**src/rtl/arb_mux_rr.sv**
```systemverilog
// arb_mux_rr: N-input, W-bit registered merge point with valid/ready handshakes.
// One requesting channel is granted per cycle (round-robin or fixed priority),
// and the winning word is registered together with its source index.
module arb_mux_rr #(
    parameter int N    = 4,
    parameter int W    = 8,
    parameter int MODE = 0,
    localparam int SELW = ($clog2(N) > 1) ? $clog2(N) : 1
) (
    input  logic            clk,
    input  logic            rst,
    input  logic [N-1:0]    in_valid,
    input  logic [N*W-1:0]  in_data,
    output logic [N-1:0]    in_ready,
    output logic            out_valid,
    output logic [W-1:0]    out_data,
    output logic [SELW-1:0] out_sel,
    input  logic            out_ready
);

    logic [SELW-1:0] ptr;
    logic [N-1:0]    hi_mask;
    logic [N-1:0]    req_hi;
    logic [N-1:0]    req_sel;
    logic [N-1:0]    grant;
    logic [SELW-1:0] gidx;
    logic [W-1:0]    gdata;
    logic            found;
    logic            load_en;
    logic            take;

    // Round-robin window: channels at or above ptr are searched first; fixed
    // priority leaves the window empty so the plain lowest-index search wins.
    always_comb begin
        hi_mask = '0;
        for (int i = 0; i < N; i++) begin
            hi_mask[i] = (MODE == 0) && (i >= int'(ptr));
        end
    end

    assign req_hi  = in_valid & hi_mask;
    assign req_sel = (|req_hi) ? req_hi : in_valid;

    // Lowest-index pick from the selected request set yields a one-hot grant.
    always_comb begin
        grant = '0;
        gidx  = '0;
        gdata = '0;
        found = 1'b0;
        for (int i = 0; i < N; i++) begin
            if (!found && req_sel[i]) begin
                found    = 1'b1;
                grant[i] = 1'b1;
                gidx     = SELW'(i);
                gdata    = in_data[i*W +: W];
            end
        end
    end

    assign load_en  = ~out_valid | out_ready;
    assign in_ready = rst ? '0 : (grant & {N{load_en}});
    assign take     = |in_ready;

    // Output register and round-robin pointer; a new word may replace one
    // being drained in the same cycle, so throughput is one word per cycle.
    always_ff @(posedge clk or posedge rst) begin
        if (rst) begin
            out_valid <= 1'b0;
            out_data  <= '0;
            out_sel   <= '0;
            ptr       <= '0;
        end else if (take) begin
            out_valid <= 1'b1;
            out_data  <= gdata;
            out_sel   <= gidx;
            ptr       <= (int'(gidx) == N - 1) ? '0 : gidx + 1'b1;
        end else if (out_ready) begin
            out_valid <= 1'b0;
        end
    end

endmodule

```
**config.mk**
```make
export PLATFORM = sky130hd
export DESIGN_NAME = arb_mux_rr
export DESIGN_NICKNAME = d
export VERILOG_FILES = /design/src/rtl/arb_mux_rr.sv
export SDC_FILE = /design/constraint.sdc
export NUM_CORES = 1
export LEC_CHECK = 0
export ABC_CLOCK_PERIOD_IN_PS = 1400
export BUFFER_PORTS_ARGS = -buffer_cell sky130_fd_sc_hd__clkbuf_2
export CAP_MARGIN = 20
export CORE_MARGIN = 5
export CORE_UTILIZATION = 38
export CTS_BUF_LIST = sky130_fd_sc_hd__clkbuf_8 sky130_fd_sc_hd__clkbuf_16
export DETAILED_ROUTE_END_ITERATION = 12
export PLACE_DENSITY = 0.74
export SLEW_MARGIN = 20
export SYNTH_ARGS = -nofsm -noshare
export SYNTH_HDL_FRONTEND = slang
export SYNTH_SLANG_ARGS = --single-unit
```
**constraint.sdc**
```tcl
create_clock -name clk -period 1.4 [get_ports clk]
set_input_delay 0.21 -clock clk [delete_from_list [all_inputs] [get_ports clk]]
set_output_delay 0.21 -clock clk [all_outputs]
set_load 0.01 [all_outputs]
```
==> flow_metrics.env <==
export IMPL_ys_flop_type="dfrtp_1"
export IMPL_fp_dieW_microns=58.73
export IMPL_path_max_fanout=7
export IMPL_r2r_start="ptr[1]"
export IMPL_start_kind="flip-flop"
export IMPL_syn_area_sq_um=902.1
export IMPL_hp_class="primary input to flip-flop"
export IMPL_drt_pre_antenna_iters=4
export IMPL_synthCells=110
export IMPL_leakagePower_uw=0.0008410
export IMPL_crit_chain="o2bb2ai_2 > a32o_2 > buf_6 > and2_4 > buf_6"
export IMPL_synthesis_nets=149
export IMPL_worstRegToRegCells=8
export IMPL_vias=1159
export IMPL_core_area_sq_um=2233
export IMPL_syn_to_final_growth_pct=80.44
export IMPL_period_share=1.204
export IMPL_layout_common_cells="51 x clkbuf_2, 25 x buf_4, 12 x a21oi_1, 11 x nor2_1, 11 x dfrtp_1"
export IMPL_worstPathArrival_ns=1.48
export IMPL_final_nets=235
export IMPL_via_per_inst=5.197
export IMPL_cap_violations=0
export IMPL_synth_edf_count=0
export IMPL_rows=17
export IMPL_yosysUniqueCellTypes=28
export IMPL_slowest_delay_ns=0.48
export IMPL_cts_tree="done"
export IMPL_grt_max_degree=14
export IMPL_rr_endpoint="out_data[7]"
export IMPL_hold_viol=0
export IMPL_period_minus_slack_ns=1.686
export IMPL_worst_slack_ns=-0.2857
export IMPL_post_place_ws_ns=-0.2542
export IMPL_ys_seq_elements=13
export IMPL_drt_iter0_markers=25
export IMPL_fin_skew_ns=0.0005273
export IMPL_yosysTopAreaCell="dfrtp_1"
export IMPL_track_usage=0.2090
export IMPL_path_delay_family="flip-flops"
export IMPL_nFillCells=163
export IMPL_cp_buffers_inverters=2
export IMPL_slew_viol_final=0
export IMPL_wirelength_microns=3405
export IMPL_yosysWarnings=0
export IMPL_antenna_left=0
export IMPL_grt_pass1_vias=1247
export IMPL_startpoint="ptr[1]"
export IMPL_synth_top_area_share=0.3606
export IMPL_slew_headroom=0.6591
export IMPL_path_depth=5
export IMPL_cpMaxStageDelayCell="dfrtp_2"
export IMPL_diodes=0
export IMPL_r2r_setup_slack_ns=-0.25
export IMPL_clk_latency_ns=0.24
export IMPL_portBuffers=53
export IMPL_p_total_uw=2122
export IMPL_postSynth_asyncResetShare=1.000
export IMPL_avgSynthCellArea_sq_um=8.201
export IMPL_grt_pass1_wl_microns=5485
export IMPL_clk_path_buf_depth=2
export IMPL_multi_input_area_sq_um=629.4
export IMPL_htreeDepth=1
export IMPL_die_h_microns=58.73
export IMPL_rsz0062_at_grt="true"
export IMPL_initial_utilization=0.4039
export IMPL_post_dp_hpwl_microns=2579
export IMPL_grt_overflow=0
export IMPL_finalSetupViolations=15
export IMPL_cts_root_buffer="clkbuf_8"
export IMPL_yosysSeqAreaShare=0.3606
export IMPL_final_common_cell="clkbuf_2"
export IMPL_cp_endpoint="in_ready[0]"
export IMPL_p_per_area_nw_per_um2=1303
export IMPL_wire_per_inst_microns=15.27
export IMPL_cts_clk_slew_worst_paths_ns=0.05
export IMPL_drive_gt1_frac=0.5897
export IMPL_status="finished, violations left"
export IMPL_drc_errors=0
export IMPL_dieArea_sq_um=3449
export IMPL_max_freq_mhz=593.2
export IMPL_ir_drop_mv=0.9513
export IMPL_ff_latch_area_sq_um=327.8
export IMPL_cts_sinks=13
export IMPL_antenna_found_initial=0
export IMPL_gp_congestion=0.8420
export IMPL_tightest_slew_ns=0.5094
export IMPL_synth_area_top_cells="dfrtp_1 36%, a21oi_1 7.8%, and2_1 7.6%"
export IMPL_timing_critical_path_mode_cell="buf_6"
export IMPL_cts_buffers=3
export IMPL_required_ns=1.19
export IMPL_pin_count=54
export IMPL_endpoint_kind="output port"
export IMPL_path_class="flip-flop to output port"
export IMPL_violations="negative setup slack"
## tightest hold or removal path, delay by kind of cell
family,cells,cell delay [ns]
buf+inv,1,0.07
simple gates,2,0.19
## metal layers
metal,up-vias,GRT usage,part of all wire
met2,55,0.3738,0.51
met4,0,0.08414,0.018
met1,530,0.2460,0.41
li1,566,-,-
met3,8,0.03289,0.060
met5,-,0,0
## where the power goes
| part | switching, uW | total (uW) | internal (uW) |
|---|---|---|---|
| Sequential | 111 | 612 | 501 |
| Clock | 129 | 322 | 193 |
| Combinational | 560 | 1190 | 628 |
| Total | 800 | 2120 | 1320 |
## synthesized netlist by cell type, types with 2 or more instances
library cell  number
a211o_1            2
nor2_2             2
and2_1            11
o22ai_1            6
nand2_1            7
dfrtp_1           13
buf_2              2
inv_1             10
nor2_1            13
o211ai_1           6
o21ai_0            2
a21oi_1           14
nor2b_1            3
nand2b_1           2
a2111oi_2          2
o21ai_1            3
## sequential cells by signal (all words and copies together) (netlist names)
signal and count:
out_data 8, out_sel 2, ptr 2, out_valid 1
## timing repair
action	in CTS	in global routing
buffers inserted	11	1
setup endpoints to repair	15	15
gates resized for setup	20	9
hold buffers	1	0
endpoints found under the hold margin	13	0
pin swaps	13	7
## worst min path at each step
stage                      startpoint          end  slack (ns)  depth (start not counted)
after floorplan                   rst  out_data[0]        0.10                          1
after global placement            rst    out_valid        0.24                          3
after detailed placement          rst   out_sel[1]        0.25                          3
after CTS                 in_data[31]  out_data[7]        0.25                          3
after global routing      in_data[27]  out_data[3]        0.28                          3
final                       out_ready    out_valid        0.27                          3
## area by class of cell
cell class / count / share of cell area
multi-input combinational: 83 / 0.3866
sequential: 13 / 0.2014
inverter: 11 / 0.02537
tap: 28 / 0.02152
clock inverter: 1 / 0.002306
clock buffer: 3 / 0.02537
timing repair buffer: 84 / 0.3374
## kinds of logic after synthesis
group	count (synthesis)	share of synthesized area
and+or+nand+nor	39	0.2150
AOI/OAI and AO/OA	44	0.3592
DFF	13	0.3606
buffers and inverters	14	0.06519
## metrics by stage
stage	hold WS, ns	setup TNS, ns	cells	utilization	area (sq um)
final	0.2656	-2.667	223	0.7289	1628
after global routing	0.2759	-3.788	223	0.7289	1628
after CTS	0.2468	-2.219	223	0.7182	1604
after detailed placement	0.2533	-2.420	207	0.6258	1398
after global placement	0.2378	-1.725	207	0.6258	1398
after floorplan	0.1000	-0.3540	110	-	953.4
No activity file was read; power rests on OpenSTA's default activity.
